`src/rtl/adder_pkg.sv`:
```
// Shared definitions for the bit-serial adder datapath: FSM encoding and default width.
// Latency: none (package only).
// Backpressure: none (package only).
package adder_pkg;

   localparam int ADDER_WIDTH = 8;

   typedef enum logic [1:0] {
      IDLE = 2'd0,
      RUN  = 2'd1,
      DONE = 2'd2
   } state_t;

endpackage

```
`src/rtl/full_adder_cell.sv`:
```
// One-bit full adder built from two half adders and an OR for the carry.
// Latency: combinational.
// Backpressure: none.
module full_adder_cell (
   input  logic a,
   input  logic b,
   input  logic cin,
   output logic sum,
   output logic cout
);

   logic s0;
   logic c0;
   logic c1;

   half_adder u_ha0 (
      .a     (a),
      .b     (b),
      .sum   (s0),
      .carry (c0)
   );

   half_adder u_ha1 (
      .a     (s0),
      .b     (cin),
      .sum   (sum),
      .carry (c1)
   );

   // both half-adder carries can never be 1 at once, so OR gives the majority
   always_comb begin
      cout = c0 | c1;
   end

endmodule

```
`src/rtl/half_adder.sv`:
```
// One-bit half adder, the leaf arithmetic cell.
// Latency: combinational.
// Backpressure: none.
module half_adder (
   input  logic a,
   input  logic b,
   output logic sum,
   output logic carry
);

   // sum is the XOR of the inputs, carry is their AND
   always_comb begin
      sum   = a ^ b;
      carry = a & b;
   end

endmodule

```
`src/rtl/serial_adder.sv`:
```
// Bit-serial WIDTH-bit adder, LSB first, one bit pair per clock; macro SERIAL_ADDER_CIN_EN adds a cin port.
// Latency: done pulses WIDTH cycles after the accepting edge; back-to-back period is WIDTH+2 cycles.
// Backpressure: start is sampled only in IDLE; requests in RUN/DONE are dropped, never queued.
module serial_adder
   import adder_pkg::*;
#(
   parameter int WIDTH = ADDER_WIDTH,
   parameter int CNT_W = $clog2(WIDTH + 1)
) (
   input  logic             clk,
   input  logic             rst_n,
   input  logic             start,
   input  logic [WIDTH-1:0] a_in,
   input  logic [WIDTH-1:0] b_in,
`ifdef SERIAL_ADDER_CIN_EN
   input  logic             cin,
`endif
   output logic             busy,
   output logic             done,
   output logic             sum_bit,
   output logic [WIDTH-1:0] sum_out,
   output logic             carry_out
);

   localparam logic [CNT_W-1:0] LAST_CNT = CNT_W'(WIDTH - 1);

   state_t           state;
   state_t           state_nxt;
   logic             accept;
   logic             last_bit;

   logic [CNT_W-1:0] cnt;
   logic             carry;
   logic             carry_init;
   logic [WIDTH-1:0] a_sh;
   logic [WIDTH-1:0] b_sh;
   logic [WIDTH-1:0] sum_sh;
   logic [WIDTH-1:0] sum_nxt;
   logic             fa_sum;
   logic             fa_cout;

`ifdef SERIAL_ADDER_CIN_EN
   assign carry_init = cin;
`else
   assign carry_init = 1'b0;
`endif

   full_adder_cell u_fa (
      .a    (a_sh[0]),
      .b    (b_sh[0]),
      .cin  (carry),
      .sum  (fa_sum),
      .cout (fa_cout)
   );

   // sum register shifts right with the new bit entering at the MSB
   always_comb begin
      sum_nxt = (sum_sh >> 1) | (WIDTH'(fa_sum) << (WIDTH - 1));
   end

   // state register
   always_ff @(posedge clk or negedge rst_n) begin
      if (!rst_n) begin
         state <= IDLE;
      end else begin
         state <= state_nxt;
      end
   end

   // next-state decode and handshake outputs
   always_comb begin
      state_nxt = state;
      busy      = 1'b0;
      done      = 1'b0;
      accept    = 1'b0;
      last_bit  = 1'b0;
      case (state)
         IDLE: begin
            if (start) begin
               accept    = 1'b1;
               state_nxt = RUN;
            end
         end
         RUN: begin
            busy = 1'b1;
            if (cnt == LAST_CNT) begin
               last_bit  = 1'b1;
               state_nxt = DONE;
            end
         end
         DONE: begin
            busy      = 1'b1;
            done      = 1'b1;
            state_nxt = IDLE;
         end
         default: begin
            state_nxt = IDLE;
         end
      endcase
   end

   // datapath: load on accept, one full-adder step per RUN edge, publish on the last bit
   always_ff @(posedge clk or negedge rst_n) begin
      if (!rst_n) begin
         cnt       <= '0;
         carry     <= 1'b0;
         a_sh      <= '0;
         b_sh      <= '0;
         sum_sh    <= '0;
         sum_bit   <= 1'b0;
         sum_out   <= '0;
         carry_out <= 1'b0;
      end else if (accept) begin
         a_sh  <= a_in;
         b_sh  <= b_in;
         carry <= carry_init;
         cnt   <= '0;
      end else if (state == RUN) begin
         carry   <= fa_cout;
         sum_bit <= fa_sum;
         sum_sh  <= sum_nxt;
         a_sh    <= a_sh >> 1;
         b_sh    <= b_sh >> 1;
         if (last_bit) begin
            // counter stops at WIDTH-1 so it never leaves its legal range
            sum_out   <= sum_nxt;
            carry_out <= fa_cout;
         end else begin
            cnt <= cnt + 1'b1;
         end
      end
   end

endmodule
```
`config.mk`:
```
export PLATFORM = sky130hd
export DESIGN_NAME = serial_adder
export DESIGN_NICKNAME = d
export VERILOG_FILES = /design/src/rtl/adder_pkg.sv /design/src/rtl/full_adder_cell.sv /design/src/rtl/half_adder.sv /design/src/rtl/serial_adder.sv
export SDC_FILE = /design/constraint.sdc
export NUM_CORES = 1
export LEC_CHECK = 0
export ABC_CLOCK_PERIOD_IN_PS = 1780
export CAP_MARGIN = 15
export CORE_UTILIZATION = 47
export DETAILED_ROUTE_END_ITERATION = 10
export PLACE_DENSITY = 0.82
export SETUP_SLACK_MARGIN = 0.05
export SYNTH_ARGS = -nofsm -noshare
export SYNTH_HDL_FRONTEND = slang
export SYNTH_HIERARCHICAL = 1
export SYNTH_SLANG_ARGS = --single-unit
```
`constraint.sdc`:
```
create_clock -name clk -period 1.78 [get_ports clk]
set_input_delay 0.445 -clock clk [delete_from_list [all_inputs] [get_ports clk]]
set_output_delay 0.445 -clock clk [all_outputs]
set_load 0.005 [all_outputs]
```
# Yosys cells after proc, flatten, opt, wreduce, memory -nomap -nowiden
# Cells that the tools add are included.
dict set report word_totals {
  out_inout_bits 12
  ff_bits 41
  input_bits 19
}
dict set report classes {
  muxes 18
  addsub 1
  n_eq_ne 6
  n_bitwise 7
  reduce_logical 7
}
# cell count
set op_table {}
lappend op_table {{8-bit two-way mux} 4}
lappend op_table {{4-bit two-way mux} 3}
lappend op_table {{1-bit two-way mux} 8}
lappend op_table {{7-bit by 8-bit OR with 8-bit output} 1}
lappend op_table {{2-bit != test (second input constant)} 3}
lappend op_table {{2-bit AND reduction} 3}
lappend op_table {{4-bit by 1-bit adder with 4-bit output (second input constant)} 1}
lappend op_table {{4-bit by 3-bit equality test with 1-bit output (second input constant)} 1}
lappend op_table {{2-bit two-way mux} 2}
lappend op_table {{2-bit case mux with 2 select lines} 1}
lappend op_table {{3-bit AND reduction} 1}
lappend op_table {{1-bit AND} 2}
lappend op_table {{2-bit by 1-bit equality test with 1-bit output (second input constant)} 1}
lappend op_table {{2-bit equality test (second input constant)} 1}
lappend op_table {{2-bit zero test} 1}
lappend op_table {{2-bit nonzero test} 1}
lappend op_table {{2-bit OR reduction} 1}
lappend op_table {{1-bit bitwise XOR} 2}
lappend op_table {{1-bit inverter} 1}
lappend op_table {{1-bit OR} 1}

# Depth between registers and ports, before layout
dict set report logic_depth {
  ltp_word 6
  mapped_depth 7
}

# Cells and area by module
# Netlist, hierarchy kept.
# module instances cells_per_inst area_per_inst_um2 seq_area_each_um2
set modules_own_cells {}
lappend modules_own_cells {serial_adder 1 145 1765.4 975.9}
lappend modules_own_cells {half_adder 2 1 12.5 0.0}
lappend modules_own_cells {full_adder_cell 1 1 6.3 0.0}

# Worst setup path before layout
# No wires, ideal clock.
dict set report synth_timing {
  path_kind {register to register}
  start {reg state[0]}
  end {reg carry_out}
  t_required_ns 1.655
  path_buffers 2
  setup_slack_ns -0.048
  synth_period_minus_slack_ns 1.828
  path_stages_with_launch 8
  arrival_ns 1.703
  path_cell_list {dfrtp_1 > inv_1 > ha_1 > and2_4 > buf_6 > or3b_1 > buf_6 > mux2_4}
}
dict set report synth_between {
  elab_chain_len 4
  word_cells_on_any_way 6
  cone_classes {eq/ne: 1; mux: 2; bitwise: 1; reduce/logical: 2}
}
# element line_no
set synth_lines {}
lappend synth_lines {{start: declaration} serial_adder.sv:27} ;# state_t state;
lappend synth_lines {{start signal: assignment} serial_adder.sv:66} ;# state <= state_nxt;
lappend synth_lines {{2-bit zero test} serial_adder.sv:77} ;# case (state)
lappend synth_lines {{1-bit two-way mux} serial_adder.sv:77}
lappend synth_lines {{1-bit inverter (no line)} -}
lappend synth_lines {{3-bit AND reduction (no line) (*)} -}
lappend synth_lines {{end signal: assignment} serial_adder.sv:127} ;# carry_out <= fa_cout;
lappend synth_lines {{end: declaration} serial_adder.sv:22} ;# output logic carry_out
# Every way passes the cells marked *; elsewhere a longest branch is shown, timed or not.
# A chain may end at the register's enable or synchronous reset.

# Worst setup path in the final report
dict set report layout_timing {
  start {reg state[0]}
  end {reg sum_out[2]}
}
dict set report layout_between {
  elab_chain_len 4
  word_cells_on_any_way 6
  cone_classes {eq/ne: 1; mux: 2; bitwise: 1; reduce/logical: 2}
}
# element line_no
set layout_lines {}
lappend layout_lines {{2-bit zero test} serial_adder.sv:77}
lappend layout_lines {{1-bit two-way mux} serial_adder.sv:77}
lappend layout_lines {{1-bit inverter (no line)} -}
lappend layout_lines {{3-bit AND reduction (no line) (*)} -}
lappend layout_lines {{end signal: assignment} serial_adder.sv:126} ;# sum_out <= sum_nxt;
lappend layout_lines {{end: declaration} serial_adder.sv:21} ;# output logic [WIDTH-1:0] sum_out,
# Marks and branches as above.

==> flow_summary_export.csv <==
group,metric,value,unit
run_status,outcome,"finished, final reports clean",
setup_path,arrival,1.91,ns
timing,setup_viol,0,
timing,min_period,1.742,ns
final_layout,fillerInstances,275,
route,drt_pass1_iterations,4,
clock_tree,tritoncts,"yes",
grt,grt_overflow_total,0,
floorplan,coreArea,3661,µm²
floorplan,die_x,63.83,µm
route,drt_first_iter_violations,39,
clock_tree,cts.path.max_buffers,2,
grt,grt_usage,18.55,%
final_layout,diodes,0,
logic_synthesis,yosysMostFrequentCell,"dfrtp_1",
final_layout,drive_above_1_share,23.94,%
logic_synthesis,synth_cells,148,
logic_synthesis,syn_nets,174,
setup_path,worstPathRequired,1.95,ns
final_layout,layout-area-overhead-vs-synth,30.71,%
logic_synthesis,synth.largest_area_cell,"dfrtp_1",
final_layout,nNetsFinal,213,
final_layout,stdcell_area,2349,µm²
clock_tree,cts_hold_buf,0,
logic_synthesis,synth_top_area_share,54.32,%
grt,antenna_found_initial,0,
timing,rsz0062_at_grt,"yes",
grt,grt_pass1_wl,5.602,mm
placed_design,dp_hpwl,2.239,mm
logic_synthesis,synth_warnings,6,
logic_synthesis,yosys-top-cells-area,"dfrtp_1 54%, mux2i_1 8.9%, mux2_4 7.5%",
route,via_count,1207,
logic_synthesis,synth_seq_area_share,54.32,%
timing,fin_crit_sh,97.84,%
logic_synthesis,syn-mean-instance-area,12.14,µm²
setup_path,crit_path_start_kind,"flip-flop",
floorplan,die-area,4074,µm²
route,avgRoutedWirePerCell,13.96,µm
route,vias_per_cell,5.114,
placed_design,dpl-instance-area,2183,µm²
timing,slew_violations,0,
grt,grt_pass1_vias,1267,
timing,finalHoldViolCount,0,
logic_synthesis,synth-main-ff-cell,"dfrtp_1",
setup_path,crit_type,"reg -> reg",
clock_tree,cts_buffers,5,
power_and_ir_drop,p_leak,1.111,nW
clock_tree,cts_sinks,39,
route,ant_nets,0,
route,drc,0,
floorplan,io_pins,31,
min_path,hp-class,"in -> async",
logic_synthesis,syn-cell-area,1797,µm²
logic_synthesis,yosys-top-cells-count,"39 x dfrtp_1, 24 x nand2_1, 16 x mux2i_1, 15 x o21ai_0, 9 x mux2_4",
logic_synthesis,yosysUniqueCellTypes,25,
timing,worst_slew_pin_slew,0.4324,ns
placed_design,placedCellCount,223,
route,wirelength,3.294,mm
clock_tree,cts.clk_slew.worst_paths,0.07,ns
logic_synthesis,synth_edf_count,0,
clock_tree,ctsRootBufferMaster,"clkbuf_8",
placed_design,port_buffers,30,
power_and_ir_drop,power_density,1542,nW/µm²
final_layout,final_cells,236,
logic_synthesis,ys_ff_latch,39,
floorplan,initial_core_util,49.08,%
power_and_ir_drop,ir_worst_vdd,1.004,mV
placed_design,place_congestion,0.7183,
logic_synthesis,async_flop_share,100.0,%
job,maxCapViolations,0,
clock_tree,cts.htree.levels,2,
timing,skew,0.007042,ns
setup_path,path_max_fanout,5,
grt,grt_max_degree,35,
floorplan,std_cell_rows,22,
clock_tree,clk_latency,0.29,ns
setup_path,cp-end-kind,"flip-flop",
timing,slew_headroom,71.18,%
timing,fmax,574.2,MHz
floorplan,die_h,63.83,µm
timing repair:
action                     in CTS  in global routing
buffers inserted                3                  1
setup endpoints to repair       2                 11
gates cloned                    0                  1
resized for setup               7                  8
pin swaps                       0                  1
final timing paths:
check | endpoint | startpoint | cells after the start | slack [ns]
min in group clk | sum_out[0]$_DFFE_PN0P_ | sum_sh[1]$_DFFE_PN0P_ | 1 | 0.52
worst min-delay path | cnt[2]$_DFFE_PN0P_ | rst_n | 1 | 0.09
worst max register to register | sum_out[2]$_DFFE_PN0P_ | state[0]$_DFFE_PN0P_ | 7 | 0.04
max in group asynchronous | sum_out[0]$_DFFE_PN0P_ | rst_n | 2 | 1.24
worst min register to register | sum_out[0]$_DFFE_PN0P_ | sum_sh[1]$_DFFE_PN0P_ | 1 | 0.52
worst max-delay path | sum_out[2]$_DFFE_PN0P_ | state[0]$_DFFE_PN0P_ | 7 | 0.04
cells by family (layout without fill, tap and decap cells):
group	count (synthesis)	in the layout	share of synthesized area [%]
flip-flops	39	39	54.32
AND/OR/NAND/NOR	37	37	9.959
multiplexers	33	33	21.45
AO/OA/AOI/OAI	20	20	5.919
buffers and inverters	12	52	3.481
adder cells (fa/ha/maj)	7	7	4.874
per-layer routing:
metal  vias to the layer above  global-route usage (%)  wire (µm)
met2                        18                   31.78       1728
met5                         -                       0          0
met4                         0                   9.659         62
met3                         6                   3.929         78
met1                       596                   21.75       1424
li1                        587                       -          -
where the power goes:
part / total (mW) / switching, mW / internal, mW
clock: 0.639 / 0.286 / 0.353
combinational: 1.50 / 0.639 / 0.857
sequential: 1.49 / 0.232 / 1.25
cell usage in the layout, fill, tap and decap left out, drive strengths merged:
master | synthesis | final
a211o | 1 | 1
a21oi | 3 | 3
and2 | 1 | 1
and4 | 1 | 1
buf | 5 | 12
clkbuf | 4 | 9
clkdlybuf4s15 | 0 | 1
clkdlybuf4s50 | 0 | 27
dfrtp | 39 | 39
ha | 7 | 7
inv | 3 | 3
mux2 | 17 | 17
mux2i | 16 | 16
nand2 | 24 | 24
nand3b | 3 | 3
nand4 | 2 | 2
nor2 | 1 | 1
nor2b | 1 | 1
nor3 | 1 | 1
o21a | 1 | 1
o21ai | 15 | 15
or2 | 1 | 1
or3 | 1 | 1
or3b | 1 | 1
per-stage QoR:
step	power, mW	worst slack, ns	hold WS, ns	TNS (ns)	utilization (%)
floorplan	2.430	0.05334	0.1494	0	-
global placement	2.816	-0.2079	0.4102	-1.869	59.64
detailed placement	2.927	-0.2272	0.4188	-2.008	59.64
global route	3.907	-0.01225	0.1125	-0.03919	64.15
CTS	3.640	0.03736	0.1026	0	63.50
finish	3.622	0.03849	0.08647	0	64.15
sequential cells by signal (all words and copies together), names as in the netlist:
name	flops
a_sh	8
b_sh	8
sum_out	8
sum_sh	7
cnt	4
state	2
carry	1
carry_out	1
critical path: stages, from the launching register on:
cell	delay [ns]
dfrtp_1	0.36
inv_2	0.05
buf_6	0.11
ha_4	0.15
and2_4	0.13
or3b_4	0.39
buf_6	0.15
mux2_4	0.29
layout make-up:
type / instances / area [µm²] / share of cell area (%)
Sequential cell: 39 / 975.9 / 41.56
Multi-Input combinational cell: 97 / 792.0 / 33.72
Timing Repair Buffer: 41 / 409.1 / 17.42
Clock buffer: 8 / 100.1 / 4.262
Tap cell: 48 / 60.06 / 2.557
Inverter: 3 / 11.26 / 0.4795
Note: power is estimated with default switching activity, not from simulation.
